--- config.mk ---
export PLATFORM = sky130hd
export DESIGN_NAME = box_hit_judge
export DESIGN_NICKNAME = d
export VERILOG_FILES = /design/src/rtl/box_hit_judge.sv
export SDC_FILE = /design/constraint.sdc
export NUM_CORES = 1
export LEC_CHECK = 0
export BUFFER_PORTS_ARGS = -buffer_cell sky130_fd_sc_hd__clkbuf_2
export CAP_MARGIN = 20
export CELL_PAD_IN_SITES_DETAIL_PLACEMENT = 0
export CELL_PAD_IN_SITES_GLOBAL_PLACEMENT = 1
export CORE_MARGIN = 8
export CORE_UTILIZATION = 50
export CTS_BUF_LIST = sky130_fd_sc_hd__clkbuf_4
export CTS_CLUSTER_SIZE = 24
export DETAILED_ROUTE_END_ITERATION = 8
export PLACE_DENSITY = 0.82
export SYNTH_ARGS = -nofsm -noshare
export SYNTH_HDL_FRONTEND = slang
export SYNTH_SLANG_ARGS = --single-unit
--- constraint.sdc ---
create_clock -name CLOCK_50 -period 6.46 [get_ports CLOCK_50]
set_input_delay 0 -clock CLOCK_50 [delete_from_list [all_inputs] [get_ports CLOCK_50]]
set_output_delay 0 -clock CLOCK_50 [all_outputs]
set_load 0.03 [all_outputs]
--- src/rtl/box_hit_judge.sv ---
// rtl/box_hit_judge.sv - whack-a-box round judge: show a target, judge the pad hit, flash result, keep score
//
// Purpose:
//   Accepts a target box (1..5) while idle, opens a hit window of WINDOW_CYCLES
//   cycles, judges the first rising edge on the pad inputs (or a timeout),
//   then shows the result for FLASH_CYCLES cycles before returning to idle.
//
// Optional build macro:
//   MISS_PENALTY_EN - when defined, each miss decrements the score (floor 0).
//
// Ports:
//   CLOCK_50      in   system clock
//   reset_signal  in   synchronous active-high reset
//   box_valid     in   pulse: box carries a new target
//   box[2:0]      in   target index, legal 1..5
//   hit[4:0]      in   synchronised level pad inputs, bit i-1 = box i
//   box_ready     out  high while idle
//   active_box    out  target currently shown, 0 when none
//   result_valid  out  high for the whole result display
//   result_hit    out  result display: 1 = hit, 0 = miss
//   hit_pulse     out  one-cycle strobe on a correct hit
//   miss_pulse    out  one-cycle strobe on a miss (timeout or wrong pad)
//   score         out  running score, saturating

module box_hit_judge #(
  parameter int WINDOW_CYCLES = 50000000,
  parameter int FLASH_CYCLES  = 12500000,
  parameter int SCORE_W       = 8
) (
  input  logic               CLOCK_50,
  input  logic               reset_signal,
  input  logic               box_valid,
  input  logic [2:0]         box,
  input  logic [4:0]         hit,
  output logic               box_ready,
  output logic [2:0]         active_box,
  output logic               result_valid,
  output logic               result_hit,
  output logic               hit_pulse,
  output logic               miss_pulse,
  output logic [SCORE_W-1:0] score
);

  // Guard the degenerate 1-cycle case so counters never get zero width.
  localparam int WIN_W = (WINDOW_CYCLES > 1) ? $clog2(WINDOW_CYCLES) : 1;
  localparam int FLS_W = (FLASH_CYCLES > 1) ? $clog2(FLASH_CYCLES) : 1;

  localparam logic [WIN_W-1:0]   WIN_LAST  = WIN_W'(WINDOW_CYCLES - 1);
  localparam logic [FLS_W-1:0]   FLS_LAST  = FLS_W'(FLASH_CYCLES - 1);
  localparam logic [SCORE_W-1:0] SCORE_MAX = '1;

  typedef enum logic [1:0] {
    IDLE   = 2'd0,
    ACTIVE = 2'd1,
    RESULT = 2'd2
  } state_t;

  state_t             state_q, state_d;
  logic [2:0]         active_box_q, active_box_d;
  logic [4:0]         hit_prev_q, hit_prev_d;
  logic [WIN_W-1:0]   win_cnt_q, win_cnt_d;
  logic [FLS_W-1:0]   flash_cnt_q, flash_cnt_d;
  logic               result_hit_q, result_hit_d;
  logic               hit_pulse_q, hit_pulse_d;
  logic               miss_pulse_q, miss_pulse_d;
  logic [SCORE_W-1:0] score_q, score_d;

  logic [4:0] rise;
  logic [4:0] target_mask;
  logic       correct_hit;
  logic       wrong_pad;
  logic       timeout;

  // Only meaningful in ACTIVE, where active_box_q is always 1..5.
  assign rise        = hit & ~hit_prev_q;
  assign target_mask = 5'b00001 << (active_box_q - 3'd1);
  assign correct_hit = (rise == target_mask);
  assign wrong_pad   = |(rise & ~target_mask);
  assign timeout     = (win_cnt_q == WIN_LAST);

  always_comb begin
    state_d      = state_q;
    active_box_d = active_box_q;
    hit_prev_d   = hit;
    win_cnt_d    = win_cnt_q;
    flash_cnt_d  = flash_cnt_q;
    result_hit_d = result_hit_q;
    hit_pulse_d  = 1'b0;
    miss_pulse_d = 1'b0;
    score_d      = score_q;

    case (state_q)
      IDLE: begin
        if (box_valid && (box >= 3'd1) && (box <= 3'd5)) begin
          state_d      = ACTIVE;
          active_box_d = box;
          win_cnt_d    = '0;
        end
      end

      ACTIVE: begin
        win_cnt_d = win_cnt_q + 1'b1;
        // A correct hit is tested first so it beats a same-cycle timeout.
        if (correct_hit) begin
          state_d      = RESULT;
          flash_cnt_d  = '0;
          result_hit_d = 1'b1;
          hit_pulse_d  = 1'b1;
          if (score_q != SCORE_MAX) score_d = score_q + 1'b1;
        end else if (wrong_pad || timeout) begin
          state_d      = RESULT;
          flash_cnt_d  = '0;
          result_hit_d = 1'b0;
          miss_pulse_d = 1'b1;
`ifdef MISS_PENALTY_EN
          if (score_q != '0) score_d = score_q - 1'b1;
`else
          score_d = score_q;
`endif
        end
      end

      RESULT: begin
        if (flash_cnt_q == FLS_LAST) begin
          state_d      = IDLE;
          active_box_d = 3'd0;
          result_hit_d = 1'b0;
        end else begin
          flash_cnt_d = flash_cnt_q + 1'b1;
        end
      end

      default: begin
        state_d      = IDLE;
        active_box_d = 3'd0;
      end
    endcase
  end

  always_ff @(posedge CLOCK_50) begin
    if (reset_signal) begin
      state_q      <= IDLE;
      active_box_q <= 3'd0;
      // All-ones so pads held through reset never look like a fresh edge.
      hit_prev_q   <= 5'b11111;
      win_cnt_q    <= '0;
      flash_cnt_q  <= '0;
      result_hit_q <= 1'b0;
      hit_pulse_q  <= 1'b0;
      miss_pulse_q <= 1'b0;
      score_q      <= '0;
    end else begin
      state_q      <= state_d;
      active_box_q <= active_box_d;
      hit_prev_q   <= hit_prev_d;
      win_cnt_q    <= win_cnt_d;
      flash_cnt_q  <= flash_cnt_d;
      result_hit_q <= result_hit_d;
      hit_pulse_q  <= hit_pulse_d;
      miss_pulse_q <= miss_pulse_d;
      score_q      <= score_d;
    end
  end

  assign box_ready    = (state_q == IDLE);
  assign active_box   = active_box_q;
  assign result_valid = (state_q == RESULT);
  assign result_hit   = result_hit_q;
  assign hit_pulse    = hit_pulse_q;
  assign miss_pulse   = miss_pulse_q;
  assign score        = score_q;

endmodule
==> summary.txt <==
Timing
  – Crit share post-route: 48.41%
  – Tightest Pin Transition: 0.9933 ns
  – Endpoints failing setup: 0
  – Tmin final: 3.127 ns
  – Max-slew violation count: 0
  – Fin. Hold Viols: 0
  – Clock Skew: 0.01167 ns
  – Setup TNS: 0 ns
  – Hold slack: 0.02268 ns
  – Fmax: 319.8 MHz
  – Slew HR: 33.77%
  – RSZ-0062 raised after global routing: no

CTS
  – CTS H-Tree Depth: 3
  – Setup Buffers After CTS: 0
  – Root buffer cell: clkbuf_4
  – CTS sink cnt: 71
  – Cts repair resizes: 0
  – Total CTS buffers: 9
  – Clk_lat worst skew: 0.40 ns
  – CTS max path bufs: 2
  – Clk pin slew, worst setup/hold paths: 0.11 ns
  – CTS tree: built

Yosys
  – Syn nets: 470
  – Largest area contributor in the netlist: dfxtp_1
  – EDFF count, synth: 0
  – Async S/R FF share, synth: 0%
  – Yosys reg bits: 71
  – Register area share after synthesis: 38.31%
  – Syn_area_per_cell: 8.226 sq um
  – Top cell type's share of synthesized area: 38.31%
  – Post-Synthesis Cell Area: 0.003710 sq mm
  – Most common flop cell mapped by yosys: dfxtp_1
  – Yosys warnings: 0
  – Synth unique cells: 59
  – Syn Inst Count: 451
  – Synth area leaders: dfxtp_1, nand3_1, nor2_1

Power and ir drop
  – Lkg Pwr: 1.336 nW
  – Cell area power density: 203.6 mW/mm^2
  – Max rail drop VDD: 0.1588 mV

Route
  – Routed wire length: 8.696 mm
  – Via Count: 3335
  – ANT nets after route: 0
  – TritonRoute pass-1 iters: 6
  – Vias/cell: 5.770
  – DR DRC count: 0
  – Post-DR wirelength/cell: 15.04 microns
  – Starting DRT DRC Count: 168

GRT
  – Largest net degree at the start of global routing: 71
  – Gr usage total: 17.85%
  – Remaining Overflow, GRT: 0
  – Number of global-route vias before repair: 3084
  – Initial antenna violation count: 0
  – First-pass GRT wire length: 15.04 mm

Worst setup path
  – CP endpoint kind: flop
  – Kind of critical path: flop to flop
  – Worst EP arrival: 3.45 ns
  – Required time of the critical path: 6.78 ns
  – Worst R2R Path Depth: 8
  – Crit path max fanout: 19
  – Critical Path Source Type: flop

Final layout
  – Commonest non-fill, non-tap cell in the layout: dfxtp_1
  – # nets final: 493
  – Fin util: 56.17%
  – Most frequent cells in the layout: dfxtp_1, nor2_1, nand2_1
  – Antenna cells: 0
  – Layout area overhead: 9.241%
  – Post-route insts no fill: 578
  – Fraction of layout cells with a size suffix above 1: 14.41%

Place
  – Detail Placement HPWL: 5.849 mm
  – Placer Congestion: 0.7942
  – IO Port Bufs: 26
  – Post-Place Cells: 556

Hold path
  – Hold Path Class: primary input to flop
  – Hold path depth: 4

Die
  – # IOs: 27
  – Core Area: 0.007214 sq mm
  – Die Y: 102.1 microns
  – Total die area: 0.01043 sq mm
  – Initial Util: 51.42%
  – Die Wd: 102.1 microns
  – Num rows: 31

Run
  – Max-Cap Viols: 0

Run status
  – Status: finished, final reports clean
## what timing repair did
item                                    4_1_cts  5_1_grt
hold buffers                                  6        0
endpoints found under the hold margin         6        0
endpoints found under the setup margin        0        0
## cell usage after synthesis, types with 8 or more instances
| library cell | count |
|---|---|
| a21oi_1 | 31 |
| a311oi_1 | 9 |
| a31oi_1 | 9 |
| and3_1 | 13 |
| clkbuf_1 | 18 |
| dfxtp_1 | 71 |
| ha_1 | 8 |
| inv_1 | 8 |
| nand2_1 | 45 |
| nand3_1 | 38 |
| nand4_1 | 15 |
| nor2_1 | 49 |
| nor2b_1 | 8 |
| nor3_1 | 12 |
| o21ai_0 | 10 |
| or3_1 | 8 |
## flip-flops by register name, indices dropped and copies added (netlist names)
name         count
win_cnt_q       26
flash_cnt_q     24
score            8
hit_prev_q       5
active_box       3
state_q          2
hit_pulse        1
miss_pulse       1
result_hit       1
## routing by layer
layer | part of all wire (%) | track usage, % | vias up
li1 | - | - | 1724
met1 | 51 | 24.92 | 1552
met2 | 44 | 26.64 | 50
met3 | 3.8 | 3.542 | 9
met4 | 1.2 | 5.869 | 0
met5 | 0 | 0 | -
## area by class of cell
class                   instances  area (sq um)
inverters                       8         30.03
clock inverters                 5         48.80
well taps                      99         123.9
fillers                       693          3162
repair buffers                 34         205.2
clock buffers                  11         82.58
multi-input cells             350          2141
flip-flops and latches         71          1421
## cell families after synthesis
kind of cell / Yosys count / synth area share [%]
simple gates: 237 / 34.30
fa+ha+maj: 8 / 2.698
mux: 7 / 2.091
buf+inv: 30 / 3.979
flops: 71 / 38.31
xor+xnor: 7 / 1.653
compound gates: 91 / 16.97
## worst max-delay path, stage by stage, from the launching register on
cell      delay [ns]
dfxtp_1         0.44
or3b_2          0.47
ha_1            0.19
or4_1           0.50
nor2_1          0.13
o31ai_1         0.12
o21ai_2         0.78
nand2_8         0.13
a311oi_1        0.29
## power by group
part | switching (W) | internal, W
Clock | 0.000156 | 0.000124
Sequential | 0.00000790 | 0.000444
Combinational | 0.0000645 | 0.0000285
## worst paths after layout
path,from,to,slack [ns]
min,box[1],active_box[1]$_SDFFE_PP0P_,0.02
min reg2reg,result_hit$_SDFFE_PP0P_,result_hit$_SDFFE_PP0P_,0.51
max,active_box[0]$_SDFFE_PP0P_,flash_cnt_q[8]$_SDFFE_PP0P_,3.33
max reg2reg,active_box[0]$_SDFFE_PP0P_,flash_cnt_q[8]$_SDFFE_PP0P_,3.33
## through the flow
stage          cell area (sq um)  total power (W)  worst slack (ns)
2_1_floorplan               3710        0.0005318             3.579
3_3_place_gp                3861        0.0005507             3.462
3_5_place_dp                3861        0.0005521             3.366
4_1_cts                     4053        0.0008361             3.321
5_1_grt                     4053        0.0008698             3.093
6_report                    4053        0.0008250             3.333
Note: power is estimated with default switching activity, not from simulation.
